===== src/rtl/mem_port_arbiter.sv =====
// Arbitrates the fetch and load/store requesters onto one memory port, one transaction at a time, with a response timeout.
// Optional MEM_ARB_RR_EN: round-robin arbitration on simultaneous requests instead of fixed DATA_PRIO.
module mem_port_arbiter #(
   parameter int TIMEOUT   = 64,
   parameter int DATA_PRIO = 1
) (
   input  logic        clk,
   input  logic        rst,
   input  logic        if_req,
   input  logic [31:0] if_addr,
   output logic [31:0] if_rdata,
   output logic        if_valid,
   input  logic        dm_req,
   input  logic        dm_we,
   input  logic [3:0]  dm_mask,
   input  logic [31:0] dm_addr,
   input  logic [31:0] dm_wdata,
   output logic [31:0] dm_rdata,
   output logic        dm_valid,
   output logic        mem_req,
   output logic        mem_we,
   output logic [3:0]  mem_mask,
   output logic [31:0] mem_addr,
   output logic [31:0] mem_wdata,
   input  logic [31:0] mem_rdata,
   input  logic        mem_valid,
   output logic        busy,
   output logic        timeout_err
);

   typedef enum logic [1:0] {IDLE, GNT_IF, GNT_DM} state_t;

   localparam logic [7:0] TMO_LAST = 8'(TIMEOUT - 1);

   state_t     state, state_nxt;
   logic [7:0] cnt;
   logic       done;
   logic       pick_dm;

`ifdef MEM_ARB_RR_EN
   logic rr_ptr;  // 1 = data preferred on the next tie
   assign pick_dm = rr_ptr;
`else
   assign pick_dm = (DATA_PRIO != 0);
`endif

   // mem_valid on the last counted cycle wins over the timeout
   assign done = (state != IDLE) && (mem_valid || (cnt == TMO_LAST));

   always_ff @(posedge clk or posedge rst) begin
      if (rst) state <= IDLE;
      else     state <= state_nxt;
   end

   always_comb begin
      state_nxt = state;
      case (state)
         IDLE: begin
            if (if_req && dm_req) state_nxt = pick_dm ? GNT_DM : GNT_IF;
            else if (if_req)      state_nxt = GNT_IF;
            else if (dm_req)      state_nxt = GNT_DM;
         end
         GNT_IF, GNT_DM: if (done) state_nxt = IDLE;
         default: state_nxt = IDLE;
      endcase
   end

   always_comb begin
      busy        = (state != IDLE);
      if_valid    = (state == GNT_IF) && done;
      dm_valid    = (state == GNT_DM) && done;
      if_rdata    = (if_valid && mem_valid) ? mem_rdata : 32'h0;
      dm_rdata    = (dm_valid && mem_valid) ? mem_rdata : 32'h0;
      timeout_err = busy && !mem_valid && (cnt == TMO_LAST);
   end

   // Grant capture: the winner's request is latched once and held for the whole grant
   always_ff @(posedge clk or posedge rst) begin
      if (rst) begin
         mem_req   <= 1'b0;
         mem_we    <= 1'b0;
         mem_mask  <= 4'h0;
         mem_addr  <= 32'h0;
         mem_wdata <= 32'h0;
         cnt       <= 8'h0;
`ifdef MEM_ARB_RR_EN
         rr_ptr    <= 1'b0;
`endif
      end else begin
         if (state == IDLE && state_nxt == GNT_IF) begin
            mem_req   <= 1'b1;
            mem_we    <= 1'b0;
            mem_mask  <= 4'hF;
            mem_addr  <= if_addr;
            mem_wdata <= 32'h0;
         end else if (state == IDLE && state_nxt == GNT_DM) begin
            mem_req   <= 1'b1;
            mem_we    <= dm_we;
            mem_mask  <= dm_mask;
            mem_addr  <= dm_addr;
            mem_wdata <= dm_wdata;
         end else if (done) begin
            mem_req   <= 1'b0;
         end

         if (state != IDLE && !done) cnt <= cnt + 8'd1;
         else                        cnt <= 8'h0;

`ifdef MEM_ARB_RR_EN
         if (done) rr_ptr <= (state == GNT_IF);
`endif
      end
   end

endmodule


===== config.mk =====
export PLATFORM = sky130hd
export DESIGN_NAME = mem_port_arbiter
export DESIGN_NICKNAME = d
export VERILOG_FILES = /design/src/rtl/mem_port_arbiter.sv
export SDC_FILE = /design/constraint.sdc
export NUM_CORES = 1
export LEC_CHECK = 0
export ABC_AREA = 1
export CORE_UTILIZATION = 37
export CTS_CLUSTER_SIZE = 16
export DETAILED_ROUTE_END_ITERATION = 8
export HOLD_SLACK_MARGIN = 0.05
export PLACE_DENSITY = 0.81
export SETUP_SLACK_MARGIN = 0.3
export SLEW_MARGIN = 5
export SYNTH_ARGS = -nofsm -noshare
export SYNTH_HDL_FRONTEND = slang
export SYNTH_SLANG_ARGS = --single-unit

===== constraint.sdc =====
create_clock -name clk -period 2.9 [get_ports clk]
set_input_delay 0.58 -clock clk [delete_from_list [all_inputs] [get_ports clk]]
set_output_delay 0.58 -clock clk [all_outputs]
set_load 0.005 [all_outputs]

==> flow_metrics.tcl, run 1 <==
set metrics [dict create \
    run_status "completed" \
    place_area_mm2 0.00726 \
    grt_use_met1_pct 23.1 \
    crit_buf_inv 6 \
    fin_setup_tns_ns 0 \
    drive_gt1_share_pct 16.9 \
    multi_input_area_mm2 0.00196 \
    finalSetupViolCount 0 \
    maxCapViolCount 0 \
    irDropWorstVdd_mv 0.436 \
    synth_seq_cells 80 \
    worst_pin_slew_ns 0.432 \
    postSynthCellCount 622 \
    dp_hpwl_um 10200 \
    synth-edff-count 0 \
    leakagePower_nw 4.42 \
    yosys_most_used_dff "dfrtp_1" \
    rows 39 \
    final.fill_count 919 \
    die-height_um 110 \
    yosysSeqAreaShare_pct 46.2 \
    die_w_um 110 \
    crit_family "buffers and inverters" \
    yosysMostFrequentCell "nand2_1" \
    core_mm2 0.0114 \
    slew_headroom_pct 71.2 \
    hp-class "reg -> reg" \
    worstPathArrival_ns 2.12 \
    path_cells "clkdlybuf4s50_1, inv_1, nand2_2, nand2_4, buf_6, nor2_4, nand2_4, buf_6, buf_8, nor2_1, buf_2" \
    dieArea_mm2 0.0121 \
    design_area_mm2 0.00787 \
    grt_pass1_wl_um 19800 \
    clk_pin_slew_ns 0.06 \
    use_met3_pct 4.70 \
    avgViaCountPerCell 4.57 \
    mappedNetlistArea_mm2 0.00433 \
    cts_max_level 3 \
    grt_util_met2_pct 39.4 \
    io_buffers 275 \
    powerDensity_mw_per_mm2 833 \
    io_pins 276 \
    min-delay-start "mem_wdata[3]$_DFFE_PP0P_" \
    drt-initial-drc-count 164 \
    critPathKind "in -> out" \
    track_usage_pct 21.2 \
    grt_pass1_vias 4192 \
    yosysTopAreaCell "dfrtp_1" \
    drc 0 \
    nets 1053 \
    clk_latency_ns 0.33 \
    postSynthAreaPerCell_um2 6.96 \
    crit_path_start_kind "input port" \
    yosys_warnings 0 \
    clock-root-buffer "clkbuf_16" \
    r2r_end "mem_wdata[19]$_DFFE_PP0P_" \
    area_growth_syn_to_layout_pct 81.6 \
    final_antenna_net_count 0 \
    synth_top_area_share_pct 46.2 \
    seq_area_mm2 0.00200 \
    initial_utilization_pct 37.9 \
    endpoint_kind "output pin" \
    cts_made_buffers 9 \
    finalCriticalPeriod_ns 2.70 \
    grt_overflow_total 0 \
    period_share_pct 93.0 \
    wl_per_cell_um 13.5 \
    grt_antenna_before_repair 0 \
    cp.depth 11 \
    clockBufferDepth 2 \
    yosys-top-cells-count "nand2_1 (220), inv_1 (112), dfrtp_1 (80)" \
    grt.busiest_layer "met2" \
    n_antenna_cell 0 \
    synthArstFlopShare_pct 100 \
    cpPeakStageDelay_ns 0.48 \
    grt_setup_unrepaired "yes" \
    gp_routability_congestion 0.792 \
    crit_fanout 8 \
    timing.rr.start "state[1]$_DFF_PP0_" \
    r2r_cells 13 \
    wl_um 14300 \
    syn_nets 765 \
    synthTopCellsByArea "dfrtp_1 (46%), nand2_1 (19%), inv_1 (9.7%)" \
    clock_skew_ns 0.0112 \
    postCtsHoldBufs 0 \
    post_synth_num_cell_types 20 \
    min_path_cells 2 \
    drt-pass1-iter-count 4 \
    cts_tree "yes" \
    grt_max_degree 37 \
    cts_sinks 80 \
    fmax_mhz 371 \
    hold_viol 0 \
    rrSetupSlack_ns 0.63 \
    vias 4836 \
    worstPathRequired_ns 2.32 \
    worst_path_max_delay_cell "clkdlybuf4s50_1" \
    min_to "mem_wdata[3]$_DFFE_PP0P_" \
    slew_viol_final 0 \
]
## layout make-up
type	instances	share of cell area, %
Clock inverter	5	1.08
Inverter	118	5.68
Clock buffer	11	3.21
Tap cell	143	2.27
Sequential cell	80	25.5
Multi-Input combinational cell	393	24.9
Timing Repair Buffer	308	37.3
## cells in the final DEF, fill, tap and decap left out, types with 5 or more instances in the layout
cell type	synthesis	layout
buf_2	11	40
buf_4	0	21
buf_6	5	5
clkbuf_16	0	12
clkbuf_2	0	6
clkdlybuf4s50_1	0	210
dfrtp_1	80	79
dlymetal6s2s_1	0	17
inv_1	112	110
inv_2	4	5
nand2_1	220	216
nand2_2	3	5
nand2_4	3	5
nand3_1	40	40
nand4_1	32	32
nor2_1	76	36
nor2_2	0	16
nor2_4	0	24
## worst register-to-register path, cell delays in order (launching register included)
cell and delay, ns:
dfrtp_2 0.43, inv_1 0.08, ha_1 0.25, inv_2 0.11
nand2_4 0.09, buf_4 0.13, nand2_1 0.07, nor2_1 0.19
nand2_4 0.13, nand2_4 0.20, inv_2 0.05, buf_4 0.24
nand2_1 0.13, nand2_1 0.05
## sequential cells by signal, indices dropped and copies added, names as in the netlist
name / cells
cnt: 8
mem_addr: 32
mem_mask: 4
mem_req: 1
mem_wdata: 32
mem_we: 1
state: 2
## layer usage
| metal | share of wire, % | wire [um] |
|---|---|---|
| met3 | 7.9 | 1130 |
| met4 | 2.7 | 381 |
| met5 | 0 | 0 |
| met2 | 53 | 7630 |
| met1 | 36 | 5160 |
## where the power goes
group | total [W] | internal, W | switching (W)
combinational | 0.00342 | 0.00163 | 0.00179
sequential | 0.00187 | 0.00162 | 0.000248
clock | 0.00126 | 0.000807 | 0.000452
total | 0.00655 | 0.00406 | 0.00249
## timing repair
item                                    in CTS  in global routing
pin swaps                                    2                  7
cloned                                       0                  5
resized for setup                           16                222
endpoints found under the setup margin      65                 66
setup buffers                                3                 10
## how the worst max path moves through the flow
stage	from	endpoint	slack (ns)
floorplan	cnt[0]$_DFF_PP0_	dm_rdata[10]	0.82
global placement	mem_valid	dm_rdata[9]	0.04
detailed placement	mem_valid	dm_rdata[9]	0.0004
CTS	cnt[1]$_DFF_PP0_	if_rdata[27]	0.01
global route	cnt[1]$_DFF_PP0_	if_rdata[25]	0.09
finish	mem_valid	if_rdata[25]	0.20
## logic make-up (layout without fill, tap and decap cells)
| kind of cell | count (synthesis) | after routing | synth area share (%) |
|---|---|---|---|
| compound gates | 6 | 6 | 0.751 |
| fa+ha+maj | 5 | 5 | 1.44 |
| buf+inv | 149 | 442 | 14.1 |
| flops | 80 | 80 | 46.2 |
| simple gates | 382 | 382 | 37.5 |
## through the flow
stage               total power (W)  util, %  instances  worst slack, ns  hold WS [ns]
floorplan                   0.00364        -        622            0.816         0.433
global placement            0.00518     63.6       1024           0.0409         0.450
detailed placement          0.00525     63.6       1024         0.000374         0.452
CTS                         0.00655     66.8       1043           0.0149         0.473
global route                0.00709     68.9       1058           0.0874         0.490
finish                      0.00655     68.9       1058            0.204         0.469
Power figures use the tool's default switching activity.
==> inputs of run 2 (changes only) <==
--- a/config.mk
+++ b/config.mk
@@ -6,12 +6,13 @@
 export NUM_CORES = 1
 export LEC_CHECK = 0
 export ABC_AREA = 1
-export CORE_UTILIZATION = 37
+export CORE_UTILIZATION = 33
 export CTS_CLUSTER_SIZE = 16
 export DETAILED_ROUTE_END_ITERATION = 8
 export HOLD_SLACK_MARGIN = 0.05
-export PLACE_DENSITY = 0.81
+export PLACE_DENSITY = 0.77
 export SETUP_SLACK_MARGIN = 0.3
+export SKIP_LAST_GASP = 1
 export SLEW_MARGIN = 5
 export SYNTH_ARGS = -nofsm -noshare
 export SYNTH_HDL_FRONTEND = slang
==> constraint.sdc (replaced) <==
create_clock -name clk -period 2.3 [get_ports clk]
set_input_delay 0.46 -clock clk [delete_from_list [all_inputs] [get_ports clk]]
set_output_delay 0.46 -clock clk [all_outputs]
set_load 0.005 [all_outputs]
==> run 2 against run 1 <==
The flow now finishes with violations (setup timing). Wire length increased by 33%. Critical path depth unchanged. Die area increased by 12%. Core utilization increased by 2.1 points. Critical path type is now reg -> out. Critical endpoint is now dm_rdata[15].
==> flow_metrics.tcl, run 2 (synthesis results as in run 1) <==
set metrics [dict create \
    place_area_mm2 0.00746 \
    dp_hpwl_um 10900 \
    final_antenna_net_count 0 \
    vias 5332 \
    pre_cts_ws_ns -0.359 \
    n_antenna_cell 0 \
    grt_setup_unrepaired "yes" \
    violations "setup timing" \
    wl_um 19000 \
    fin_ws_ns -0.132 \
    crit_fanout 16 \
    crit_path_start_kind "flop" \
    design_area_mm2 0.00903 \
    grt_pass1_vias 4673 \
    fmax_mhz 411 \
    grt_pass1_wl_um 23600 \
    maxCapViolCount 0 \
    postCtsHoldBufs 0 \
    clockBufferDepth 2 \
    min_path_cells 2 \
    cts_max_level 3 \
    powerDensity_mw_per_mm2 1200 \
    endpoint_kind "output pin" \
    grt_max_degree 37 \
    grt_overflow_total 0 \
    layout_common_cells "clkdlybuf4s50_1 (207), nand2_1 (197), inv_1 (111)" \
    worst_pin_slew_ns 0.551 \
    initial_utilization_pct 34.0 \
    wl_per_cell_um 16.8 \
    avgViaCountPerCell 4.72 \
    hp-class "reg -> reg" \
    core_mm2 0.0127 \
    track_usage_pct 22.8 \
    clock_skew_ns 0.00958 \
    io_buffers 275 \
    gp_routability_congestion 0.779 \
    cts_sinks 80 \
    die-height_um 117 \
    nets 1096 \
    drt-initial-drc-count 257 \
    final_common_cell "clkdlybuf4s50_1" \
    grt_antenna_before_repair 0 \
    fin_setup_tns_ns -5.71 \
    dieArea_mm2 0.0136 \
    cts_made_buffers 9 \
    period_share_pct 106 \
    irDropWorstVdd_mv 0.561 \
    leakagePower_nw 4.58 \
    die_w_um 117 \
    hold_viol 0 \
    slew_viol_final 0 \
    worstPathArrival_ns 1.97 \
    total_power_w 0.0108 \
    drive_gt1_share_pct 27.7 \
    drc 0 \
    area_growth_syn_to_layout_pct 108 \
    finalSetupViolCount 64 \
    reg_top3 "mem_addr (32), mem_wdata (32), cnt (8)" \
    io_pins 276 \
    clk_latency_ns 0.34 \
    critPathKind "reg -> out" \
    r2r_cells 16 \
    clk_pin_slew_ns 0.06 \
    finalCriticalPeriod_ns 2.43 \
    worstPathRequired_ns 1.84 \
    drt-pass1-iter-count 4 \
    cts_tree "yes" \
    fin_util_pct 70.9 \
    slew_headroom_pct 63.2 \
    run_status "finished with violations" \
    clock-root-buffer "clkbuf_16" \
    rows 41 \
]
-- run 2: worst max-delay path, cell delays in order, from the launching register on --
cell	delay, ns
dfrtp_1	0.35
ha_2	0.19
nand2_2	0.08
nor2_4	0.11
nand2_2	0.08
nand2_2	0.08
nand2_4	0.07
nor2_4	0.11
nand2_4	0.10
buf_16	0.17
nor2_1	0.10
clkdlybuf4s15_2	0.21
-- run 2: cell type report --
type / count / area [um2]
Tap cell: 172 / 215
Clock inverter: 4 / 77.6
Inverter: 118 / 468
Sequential cell: 80 / 2000
Fill cell: 1003 / 3700
Timing Repair Buffer: 351 / 3760
Clock buffer: 12 / 246
Multi-Input combinational cell: 393 / 2260
-- run 2: worst paths after layout --
check	slack, ns	startpoint	end
worst max-delay path	-0.13	cnt[0]$_DFF_PP0_	dm_rdata[15]
worst min-delay path	0.47	mem_addr[17]$_DFFE_PP0P_	mem_addr[17]$_DFFE_PP0P_
worst max register to register	0.17	cnt[0]$_DFF_PP0_	mem_addr[31]$_DFFE_PP0P_
worst min register to register	0.47	mem_addr[17]$_DFFE_PP0P_	mem_addr[17]$_DFFE_PP0P_
max in group asynchronous	1.23	rst	mem_addr[25]$_DFFE_PP0P_
min in group asynchronous	0.53	rst	mem_wdata[29]$_DFFE_PP0P_
-- run 2: repair_timing --
action                     in CTS  in global routing
gates cloned                    4                 22
buffers inserted               10                 12
setup endpoints to repair     133                137
gates resized for setup       274                138
pin swaps                      11                 25
-- run 2: per-stage QoR --
step           instances  hold WS, ns
4_1_cts             1096        0.473
3_3_place_gp        1066        0.453
3_5_place_dp        1066        0.457
5_1_grt             1130        0.488
6_report            1130        0.469
2_1_floorplan        622        0.433
-- run 2: report_power, final --
part	total, W	leakage [nW]	switching (W)	internal [W]
clock	0.00155	0.157	0.000561	0.000985
combinational	0.00690	3.41	0.00333	0.00358
sequential	0.00238	1.01	0.000335	0.00204
-- run 2: per-layer routing --
layer  track usage [%]  routed length, um  vias up
met5                 0                  0        -
met1              24.2               6740     2499
met3              3.94               1530       41
li1                  -                  -     2532
met2              43.2              10200      260
met4              11.0                558        0
==> inputs of run 3 (changes only) <==
==> constraint.sdc (replaced) <==
create_clock -name clk -period 2.3 [get_ports clk]
set_input_delay 0.46 -clock clk [delete_from_list [all_inputs] [get_ports clk]]
set_output_delay 0.46 -clock clk [all_outputs]
set_load 0.05 [all_outputs]
==> run 3 against run 2 <==
The run still ends with setup timing left. Sequential power grew 2%. Clock-buffer cell count shrank 1. First-iteration DRC count shrank 14%. Maximum frequency shrank 1.3%. Via count shrank 1.5%. Final cell count grew 0.80%. Critical endpoint is now dm_valid.
==> flow_metrics.tcl, run 3 (synthesis results as in run 1) <==
set metrics [dict create \
    clk_pin_slew_ns 0.06 \
    slew_headroom_pct 62.5 \
    r2r_end "mem_addr[25]$_DFFE_PP0P_" \
    layout_common_cells "clkdlybuf4s50_1 (184), nand2_1 (183), inv_1 (108)" \
    drt-pass1-iter-count 5 \
    crit_fanout 3 \
    final_common_cell "clkdlybuf4s50_1" \
    cts_made_buffers 9 \
    track_usage_pct 25.9 \
    maxCapViolCount 0 \
    grt.busiest_layer "met2" \
    area_growth_syn_to_layout_pct 139 \
    rrSetupSlack_ns -0.08 \
    core_mm2 0.0127 \
    min_to "mem_addr[22]$_DFFE_PP0P_" \
    endpoint_kind "output pin" \
    use_met3_pct 6.85 \
    clk_latency_ns 0.33 \
    run_status "finished with violations" \
    reg_top3 "mem_addr (32), mem_wdata (32), cnt (8)" \
    finalCriticalPeriod_ns 2.46 \
    drc 0 \
    wl_um 18600 \
    critPathKind "reg -> out" \
    dp_hpwl_um 11600 \
    final_antenna_net_count 0 \
    gp_routability_congestion 0.758 \
    grt_overflow_total 0 \
    drt-initial-drc-count 221 \
    fin_util_pct 81.4 \
    period_share_pct 107 \
    grt_setup_unrepaired "yes" \
    total_power_w 0.0139 \
    io_pins 276 \
    n_antenna_cell 0 \
    die-height_um 117 \
    rows 41 \
    hp-class "reg -> reg" \
    worstPathRequired_ns 1.84 \
    min-delay-start "mem_addr[22]$_DFFE_PP0P_" \
    clock-root-buffer "clkbuf_16" \
    die_w_um 117 \
    leakagePower_nw 5.19 \
    grt_util_met2_pct 46.9 \
    grt_use_met1_pct 29.7 \
    dieArea_mm2 0.0136 \
    cts_sinks 80 \
    timing.rr.start "cnt[0]$_DFF_PP0_" \
    stdcell_count 1139 \
    worst_pin_slew_ns 0.561 \
    vias 5253 \
    io_buffers 275 \
    postCtsHoldBufs 0 \
    powerDensity_mw_per_mm2 1350 \
    r2r_cells 19 \
    grt_pass1_vias 5243 \
    initial_utilization_pct 34.0 \
    pre_cts_ws_ns -0.0765 \
    drive_gt1_share_pct 31.1 \
    slew_viol_final 0 \
    finalSetupViolCount 95 \
    crit_path_start_kind "flop" \
    cts_tree "yes" \
    worstPathArrival_ns 2.00 \
    cts_max_level 3 \
    clock_skew_ns 0.00834 \
    wl_per_cell_um 16.3 \
    violations "setup timing" \
    nets 1105 \
    grt_pass1_wl_um 26700 \
    post-place-cells 1062 \
    min_path_cells 2 \
    clockBufferDepth 2 \
    grt_antenna_before_repair 0 \
    avgViaCountPerCell 4.61 \
    grt_max_degree 81 \
    final.fill_count 789 \
    fmax_mhz 406 \
    fin_ws_ns -0.164 \
    irDropWorstVdd_mv 0.953 \
    hold_viol 0 \
]
[run 3: cell types whose count changed in the layout (fill, tap and decap cells not counted), moves of 14 or more]
cell             before  now
clkdlybuf4s50_1     207  184
nand3_2              25    9
nor2_4               30   67
buf_2                35    0
nand2_1             197  183
nand2_2              19   33
clkdlybuf4s15_2      20    0
buf_12               17   88
nand3_1              12   31
dlymetal6s2s_1        0   23
nor2_1               32    8
[run 3: power breakdown]
part	switching [W]	internal (W)
sequential	0.000371	0.00205
clock	0.000562	0.00109
combinational	0.00549	0.00438
total	0.00643	0.00752
[run 3: worst max path at each step]
stage               cells after the start  slack (ns)                from      endpoint
finish                                 13       -0.16    cnt[0]$_DFF_PP0_      dm_valid
global route                           11       -0.25    cnt[0]$_DFF_PP0_  if_rdata[14]
CTS                                    11       -0.19    cnt[0]$_DFF_PP0_  if_rdata[11]
detailed placement                      9       -0.08           mem_valid  if_rdata[11]
global placement                        9       -0.04           mem_valid   dm_rdata[8]
floorplan                               8       -0.12  state[1]$_DFF_PP0_  dm_rdata[10]
[run 3: layer usage]
layer  wire, um  vias to the layer above  share of wire [%]
li1           -                     2549                  -
met1       7060                     2490                 38
met2      10000                      205                 54
met3       1300                        9                7.0
met4        180                        0               0.97
met5          0                        -                  0
[run 3: worst max-delay path, cell delays in order, from the launching register on]
cell,delay [ns]
dfrtp_1,0.39
ha_2,0.19
nand2_2,0.09
nor2_4,0.04
nand2_2,0.07
nand2_2,0.06
nand2_4,0.10
nor2_4,0.05
buf_4,0.13
buf_6,0.10
buf_6,0.10
buf_6,0.10
buf_6,0.11
buf_12,0.14
[run 3: layout make-up]
type                       count  area, um2  area share (%)
timing repair buffer         359       4880            47.1
multi-input combinational    393       2430            23.4
sequential                    80       2000            19.3
inverter                     118        478            4.61
clock buffer                  11        243            2.34
tap                          172        215            2.08
clock inverter                 5        104            1.00
timing repair inverter         1       11.3           0.109
[run 3: what timing repair did]
item | CTS | global route
buffers inserted | 25 | 12
resized for setup | 63 | 76
cloned | 17 | 7
pin swaps | 7 | 56
endpoints found under the setup margin | 134 | 161
[run 3: stage by stage]
| stage | instance area, um2 | TNS [ns] | hold slack, ns |
|---|---|---|---|
| floorplan | 4970 | -6.45 | 0.433 |
| global placement | 8630 | -0.967 | 0.449 |
| detailed placement | 8630 | -2.81 | 0.457 |
| CTS | 9870 | -8.95 | 0.472 |
| global route | 10400 | -20.20 | 0.498 |
| finish | 10400 | -8.37 | 0.475 |
